## src/rtl/mc_alu_unit.sv

```systemverilog
// Multi-cycle ALU: single-cycle add/sub/and/or/nor/slt plus a WIDTH-cycle
// unsigned shift-add multiply (multu) that returns a double-width product.
module mc_alu_unit #(
    parameter int WIDTH = 32,
    parameter int CNT_W = 6
) (
    input  logic             clk,
    input  logic             reset,
    input  logic             start,
    input  logic [1:0]       ALUop,
    input  logic             addi,
    input  logic [5:0]       func,
    input  logic [WIDTH-1:0] a,
    input  logic [WIDTH-1:0] b,
    output logic [3:0]       ALUoperation,
    output logic [WIDTH-1:0] result,
    output logic [WIDTH-1:0] hi,
    output logic             zero,
    output logic             err,
    output logic             busy,
    output logic             done
);

    typedef enum logic [1:0] {S_IDLE, S_MUL, S_DONE} state_t;

    localparam logic [3:0] OP_AND  = 4'b0000;
    localparam logic [3:0] OP_OR   = 4'b0001;
    localparam logic [3:0] OP_ADD  = 4'b0010;
    localparam logic [3:0] OP_SUB  = 4'b0110;
    localparam logic [3:0] OP_SLT  = 4'b0111;
    localparam logic [3:0] OP_MULT = 4'b1000;
    localparam logic [3:0] OP_NOR  = 4'b1100;
    localparam logic [3:0] OP_BAD  = 4'b1111;

    state_t             r_state, w_next;
    logic [WIDTH-1:0]   r_mcand, r_mplier;
    logic [CNT_W-1:0]   r_cnt;
    logic [3:0]         w_dec_op;
    logic               w_dec_err;
    logic [WIDTH-1:0]   w_alu_res;
    logic               w_accept, w_last;
    logic [WIDTH:0]     w_sum;
    logic [2*WIDTH-1:0] w_prod;

    // addi overrides everything; only ALUop=1x consults func
    always_comb begin
        w_dec_op  = OP_ADD;
        w_dec_err = 1'b0;
        if (!addi && ALUop == 2'b01) begin
            w_dec_op = OP_SUB;
        end else if (!addi && ALUop[1]) begin
            case (func)
                6'b100000: w_dec_op = OP_ADD;
                6'b100010: w_dec_op = OP_SUB;
                6'b100100: w_dec_op = OP_AND;
                6'b100101: w_dec_op = OP_OR;
                6'b100111: w_dec_op = OP_NOR;
                6'b101010: w_dec_op = OP_SLT;
                6'b011001: w_dec_op = OP_MULT;
                default: begin
                    w_dec_op  = OP_BAD;
                    w_dec_err = 1'b1;
                end
            endcase
        end
    end

    always_comb begin
        w_alu_res = '0;
        case (w_dec_op)
            OP_ADD: w_alu_res = a + b;
            OP_SUB: w_alu_res = a - b;
            OP_AND: w_alu_res = a & b;
            OP_OR:  w_alu_res = a | b;
            OP_NOR: w_alu_res = ~(a | b);
            OP_SLT: w_alu_res = {{(WIDTH-1){1'b0}}, ($signed(a) < $signed(b))};
            default: w_alu_res = '0;
        endcase
    end

    // One multiply step: conditionally add multiplicand into the high half,
    // then shift the whole {carry, hi, lo} product right by one.
    assign w_sum  = {1'b0, hi} + (r_mplier[0] ? {1'b0, r_mcand} : {(WIDTH+1){1'b0}});
    assign w_prod = {w_sum, result[WIDTH-1:1]};

    assign w_accept = (r_state == S_IDLE) && start;
    assign w_last   = (r_state == S_MUL) && (r_cnt == CNT_W'(WIDTH-1));

    always_ff @(posedge clk) begin
        if (reset) r_state <= S_IDLE;
        else       r_state <= w_next;
    end

    always_comb begin
        w_next = r_state;
        case (r_state)
            S_IDLE: if (start) w_next = (w_dec_op == OP_MULT) ? S_MUL : S_DONE;
            S_MUL:  if (w_last) w_next = S_DONE;
            S_DONE: w_next = S_IDLE;
            default: w_next = S_IDLE;
        endcase
    end

    always_ff @(posedge clk) begin
        if (reset) begin
            ALUoperation <= '0;
            result       <= '0;
            hi           <= '0;
            zero         <= 1'b0;
            err          <= 1'b0;
            r_mcand      <= '0;
            r_mplier     <= '0;
            r_cnt        <= '0;
        end else if (w_accept) begin
            ALUoperation <= w_dec_op;
            err          <= w_dec_err;
            hi           <= '0;
            r_cnt        <= '0;
            if (w_dec_op == OP_MULT) begin
                r_mcand  <= a;
                r_mplier <= b;
                result   <= '0;
                zero     <= 1'b0;
            end else begin
                result   <= w_alu_res;
                zero     <= (w_alu_res == '0);
            end
        end else if (r_state == S_MUL) begin
            {hi, result} <= w_prod;
            r_mplier     <= r_mplier >> 1;
            r_cnt        <= r_cnt + 1'b1;
            if (w_last) zero <= (w_prod[WIDTH-1:0] == '0);
        end
    end

    assign busy = (r_state != S_IDLE);
    assign done = (r_state == S_DONE);

endmodule

```

## config.mk

```make
export PLATFORM = sky130hd
export DESIGN_NAME = mc_alu_unit
export DESIGN_NICKNAME = d
export VERILOG_FILES = /design/src/rtl/mc_alu_unit.sv
export SDC_FILE = /design/constraint.sdc
export NUM_CORES = 1
export LEC_CHECK = 0
export CAP_MARGIN = 20
export CORE_ASPECT_RATIO = 2
export CORE_UTILIZATION = 50
export CTS_CLUSTER_DIAMETER = 30
export DETAILED_ROUTE_END_ITERATION = 8
export HOLD_SLACK_MARGIN = 0.1
export MAX_ROUTING_LAYER = met4
export PLACE_DENSITY = 0.75
export REMOVE_ABC_BUFFERS = 1
export SYNTH_ARGS = -nofsm -noshare
export SYNTH_HDL_FRONTEND = slang
export SYNTH_SLANG_ARGS = --single-unit
```

## constraint.sdc

```tcl
create_clock -name clk -period 4.1 [get_ports clk]
set_clock_uncertainty 0.2 [all_clocks]
set_input_delay 0.41 -clock clk [delete_from_list [all_inputs] [get_ports clk]]
set_output_delay 0.41 -clock clk [all_outputs]
set_load 0.05 [all_outputs]
```

# Word-level counts from Yosys, hierarchy flattened
# Index checks and enable logic that the tools add are counted.
# word_totals
register_bits,142
latchBits,0
ramBits,0
romBits,0
inputBits,76
out_inout_bits,72
memories,0
# op_classes
addsub,4
n_mul,0
div,0
magnitude_cmp,1
eq_ne,20
shift,0
n_mux,22
bitwise,3
reduce_logical,18
# ops
op,n
2-to-1 mux 32 bit,7
case mux 32 bit (6 select lines),1
logical NOT 32 bit,2
"== test 6 bit, second input constant",6
adder 32 x 32 -> 33 bit,1
adder 32 bit,1
bitwise AND 32 bit,1
< comparator 32 bit,1
inverter 32 bit,1
bitwise OR 32 bit,1
subtractor 32 bit,1
case mux 4 bit (7 select lines),1
"== test 6 x 5 -> 1 bit, second input constant",2
"== test 4 x 3 -> 1 bit, second input constant",2
"== test 4 bit, second input constant",2
2-to-1 mux 4 bit,2
AND reduction 2 bit,4
2-to-1 mux 1 bit,7
OR reduction 7 bit,1
"adder 6 x 1 -> 6 bit, second input constant",1
2-to-1 mux 2 bit,3
nonzero test 2 bit,3
"== test 2 x 1 -> 1 bit, second input constant",2
"== test 4 x 1 -> 1 bit, second input constant",1
10 further kinds,14

# Longest topological paths before layout
# depth
word_depth,9
depth_mapped,16
ltp_nobuf,15

# Worst setup path after synthesis
# Ideal clock, no wire load.
# synth_path
kind,register to register
startpoint,register hi[0]
endpoint,register hi[27]
setup_time_ps,74
t_arrival_ps,3356
required_ps,3826
slack_ps,469
path_stages_with_launch,15
path_cell_list,dfxtp_1 -> ha_1 -> inv_1 -> fa_1 -> nor2b_1 -> o21ai_1 -> a21boi_0 -> o21ai_1 -> a211oi_1 -> o211ai_1 -> and2_1 -> o21bai_1 -> a31oi_1 -> or4b_1 -> a31oi_1
# synth_between
elab_chain_cells,1
# synth_lines
element,line_no,text
from (decl),17,"output logic [WIDTH-1:0] hi,"
from (signal assigned),129,"{hi, result} <= w_prod;"
adder 32 x 32 -> 33 bit,83,"assign w_sum = {1'b0, hi} + (r_mplier[0] ? {1'b0, r_mcand} : {(WIDTH+1){1'b0}});"
# Every way passes these cells.
# A chain may end at the register's enable or synchronous reset.

# Worst setup path in the final report
# layout_path
startpoint,input port a[12]
endpoint,register zero
# layout_between
elab_chain_cells,6
# layout_lines
element,line_no,text
from (decl),13,"input logic [WIDTH-1:0] a,"
"parallel branches: the longest is 2 deep, another holds subtractor 32 bit",-,
case mux 32 bit (6 select lines) (*),70,case (w_dec_op)
logical NOT 32 bit (*),126,zero <= (w_alu_res == '0);
2-to-1 mux 1 bit (*),119,if (w_dec_op == OP_MULT) begin
2-to-1 mux 1 bit (*),114,end else if (w_accept) begin
to (signal assigned),126,
to (signal assigned),132,if (w_last) zero <= (w_prod[WIDTH-1:0] == '0);
to (decl),18,"output logic zero,"
# Mark *: on every way between the ends.

==> tab_implementation.tex <==
\begin{tabular}{lr}
\hline
Metric & Value \\
\hline
\multicolumn{2}{l}{\textbf{Status}} \\
Result of the run & completed \\
\multicolumn{2}{l}{\textbf{Job}} \\
Max cap viols & 0 \\
\multicolumn{2}{l}{\textbf{Synth}} \\
Total number of yosys warnings & 0 \\
Most area-hungry cell type in the Yosys netlist & sky130\_fd\_sc\_hd\_\_dfxtp\_1 \\
Avg Synthesized Cell Area & 7.17 um2 \\
Syn Inst Count & 1810 \\
Count leader, synth & sky130\_fd\_sc\_hd\_\_nand2\_1 \\
Post-synth EDFFs & 0 \\
Cell variety after synth & 86 \\
Ys async rst share & 0 \\
Sequential-to-total area share from yosys stat & 0.219 \\
Proportion of netlist area held by the largest area contributor & 0.219 \\
Flip-flop and latch count after synthesis & 142 \\
Commonest cells in the netlist & sky130\_fd\_sc\_hd\_\_nand2\_1 (243), sky130\_fd\_sc\_hd\_\_a21oi\_1 (184), sky130\_fd\_sc\_hd\_\_nor2\_1 (172) \\
Primary FF master, synth & sky130\_fd\_sc\_hd\_\_dfxtp\_1 \\
Leading post-synthesis cells by cell area & sky130\_fd\_sc\_hd\_\_dfxtp\_1 (22\%), sky130\_fd\_sc\_hd\_\_ha\_1 (13\%), sky130\_fd\_sc\_hd\_\_a21oi\_1 (7.1\%), sky130\_fd\_sc\_hd\_\_nand2\_1 (7.0\%), sky130\_fd\_sc\_hd\_\_nor2\_1 (5.0\%) \\
Synthesized cell area & 13000 um2 \\
\multicolumn{2}{l}{\textbf{Global routing}} \\
First-pass GRT wire length & 83.4 mm \\
Number of global-route vias before repair & 15400 \\
Residual overflow from global routing & 0 \\
Total global-route track usage & 0.431 \\
Number of antenna violations at the first check in global routing & 0 \\
Largest net degree at the start of global routing & 49 \\
\multicolumn{2}{l}{\textbf{Setup path}} \\
Worst Setup Path Type & primary input to flop \\
Biggest fanout along the worst timing path & 3 \\
Kind of cell adding the most delay to the critical path & compound AO/OA/AOI/OAI gates \\
Arrival time of the worst setup path & 4.29 ns \\
Worst stage delay on the critical path & 0.54 ns \\
Required arrival time at the worst endpoint & 4.30 ns \\
Buffer and inverter count on the worst path & 3 \\
Critical path capture point type & flop \\
Slowest stage cell on the critical path & sky130\_fd\_sc\_hd\_\_clkdlybuf4s50\_1 \\
Crit-path cells & clkdlybuf4s50\_1 > inv\_1 > ha\_1 > or3\_1 > nor2\_1 > o21ai\_1 > a2111oi\_2 > buf\_4 > o32ai\_1 > a221o\_1 > a21oi\_1 > and2\_1 > and4bb\_1 > a21o\_1 \\
Kind of launch point of the worst setup path & primary input \\
\multicolumn{2}{l}{\textbf{Floorplan}} \\
Die boundary height & 230 um \\
Area enclosed by the die boundary & 26600 um2 \\
Core box area & 25500 um2 \\
Starting utilization of the core area & 0.508 \\
Die extent in x & 116 um \\
Std cell rows & 83 \\
I/O pin cnt & 148 \\
\multicolumn{2}{l}{\textbf{Placed design}} \\
Cell area reported after detailed placement & 16600 um2 \\
Half-perimeter wire length after detailed placement & 43.5 mm \\
Placer Congestion & 1.02 \\
Total of buffers placed on input and output ports & 147 \\
\multicolumn{2}{l}{\textbf{Layout}} \\
\# diodes & 0 \\
Area growth from synthesis to layout & 33.3\% \\
Cell area after layout & 17300 um2 \\
Fraction of final layout cells sized beyond drive strength 1 & 0.169 \\
Number of nets in the finished design & 2359 \\
\multicolumn{2}{l}{\textbf{Routing}} \\
Routed wire length per instance & 22.1 um \\
First drt pass iteration count & 5 \\
Number of antenna-violating nets in the routed design & 0 \\
Ratio of routed vias to standard cells & 6.15 \\
Final wirelength & 55.1 mm \\
Drt first-iter violations & 1260 \\
Drt drc & 0 \\
Via total after detailed routing & 15400 \\
\multicolumn{2}{l}{\textbf{STA}} \\
Tightest Pin Transition & 0.884 ns \\
Setup Total Neg Slack & 0 ns \\
Timing-limited maximum frequency & 0.245 GHz \\
Number of failing setup endpoints in the final timing report & 0 \\
Max Transition Viols Final & 0 \\
Final hold vios & 0 \\
Crit share post-route & 0.996 \\
Worst max-slew margin expressed relative to the limit & 0.410 \\
Clock period minus final worst setup slack & 4.08 ns \\
Worst Hold Margin & 0.251 ns \\
\multicolumn{2}{l}{\textbf{CTS}} \\
Source-to-sink clock delay at the later pin of the worst-skew pair & 0.45 ns \\
Number of setup buffers added after CTS & 0 \\
Hold\_buf cts & 0 \\
Clock slew seen by the registers of the worst setup and hold paths & 0.07 ns \\
Longest Clk Path Bufs & 2 \\
Number of resized instances in the post-cts repair step & 0 \\
CTS Sinks & 142 \\
H-tree levels & 4 \\
Clock root buffer master & sky130\_fd\_sc\_hd\_\_clkbuf\_16 \\
Number of clock buffers inserted by TritonCTS & 17 \\
TritonCTS clock tree & yes \\
\multicolumn{2}{l}{\textbf{Min path}} \\
Kind of path behind the tightest hold check & flop to flop \\
\multicolumn{2}{l}{\textbf{Power and ir drop}} \\
Total power density per cell area & 274 nW/um2 \\
PnR Total Power & 4750 uW \\
Leakage & 0.00735 uW \\
Largest voltage drop on the vdd net & 275 uV \\
\hline
\end{tabular}
[final cells by class]
class | count | area (um2)
multi-input combinational | 1443 | 9360
fill | 2240 | 8250
timing repair buffer | 426 | 3630
sequential | 142 | 2840
clock buffer | 18 | 439
inverter | 114 | 428
tap | 340 | 425
clock inverter | 13 | 178
[layout by cell type, fill, tap and decap left out, types with 29 or more instances in the layout]
master | Yosys | final
sky130_fd_sc_hd__xnor2_1 | 29 | 29
sky130_fd_sc_hd__and2_1 | 41 | 41
sky130_fd_sc_hd__o211ai_1 | 30 | 30
sky130_fd_sc_hd__buf_4 | 1 | 275
sky130_fd_sc_hd__a21oi_1 | 184 | 181
sky130_fd_sc_hd__nor3_1 | 42 | 41
sky130_fd_sc_hd__nand3_1 | 46 | 45
sky130_fd_sc_hd__a311oi_1 | 37 | 36
sky130_fd_sc_hd__ha_1 | 136 | 136
sky130_fd_sc_hd__inv_1 | 114 | 114
sky130_fd_sc_hd__dfxtp_1 | 142 | 142
sky130_fd_sc_hd__clkdlybuf4s50_1 | 0 | 146
sky130_fd_sc_hd__o21ai_0 | 77 | 76
sky130_fd_sc_hd__a21o_1 | 33 | 33
sky130_fd_sc_hd__nor2_1 | 172 | 170
sky130_fd_sc_hd__nand2_1 | 243 | 242
[per-stage QoR]
| step | worst slack [ns] | utilization | cells |
|---|---|---|---|
| 6_report | 0.0157 | 0.677 | 2496 |
| 5_1_grt | -0.0231 | 0.677 | 2496 |
| 4_1_cts | 0.0248 | 0.674 | 2496 |
| 3_5_place_dp | -0.433 | 0.650 | 2465 |
| 3_3_place_gp | -0.384 | 0.650 | 2465 |
| 2_1_floorplan | 0.000616 | - | 1699 |
[layer usage]
layer | routed length (um) | vias up | track usage
met3 | 2930 | 248 | 0.0809
met1 | 18500 | 7276 | 0.396
met2 | 28700 | 641 | 0.749
met4 | 4960 | 0 | 0.364
li1 | - | 7187 | -
met5 | 0 | - | -
[report_power, final]
group,leakage (uW),internal [uW],switching [uW]
clock network,0.000296,985,696
registers,0.00115,1410,38.4
logic,0.00591,687,931
[path summary, 6_finish.rpt]
check / endpoint / startpoint / slack (ns) / depth (start not counted)
max: zero / a[12] / 0.02 / 14
min: r_mcand[11] / r_mcand[11] / 0.25 / 2
max reg2reg: hi[28] / r_mplier[0] / 0.23 / 15
min reg2reg: r_mcand[11] / r_mcand[11] / 0.25 / 2
[registers in the layout, indices dropped and copies added, names as in the netlist]
signal,count
hi,32
r_mcand,32
r_mplier,32
result,32
r_cnt,6
ALUoperation,4
r_state,2
err,1
zero,1
[cell families after synthesis]
kind of cell	after synthesis	synth area share
muxes	5	0.00434
xor gates and xnor gates	41	0.0277
adders and majority gates	139	0.136
buffers and inverters	225	0.0672
DFF	142	0.219
AOI/OAI and AO/OA	567	0.292
and+or+nand+nor	691	0.254
[tightest hold or removal path, cell delays in order (launching register included)]
cell and delay (ns):
sky130_fd_sc_hd__dfxtp_1 0.30, sky130_fd_sc_hd__nand2_1 0.05, sky130_fd_sc_hd__a21oi_1 0.05
Note: power is estimated with default switching activity, not from simulation.
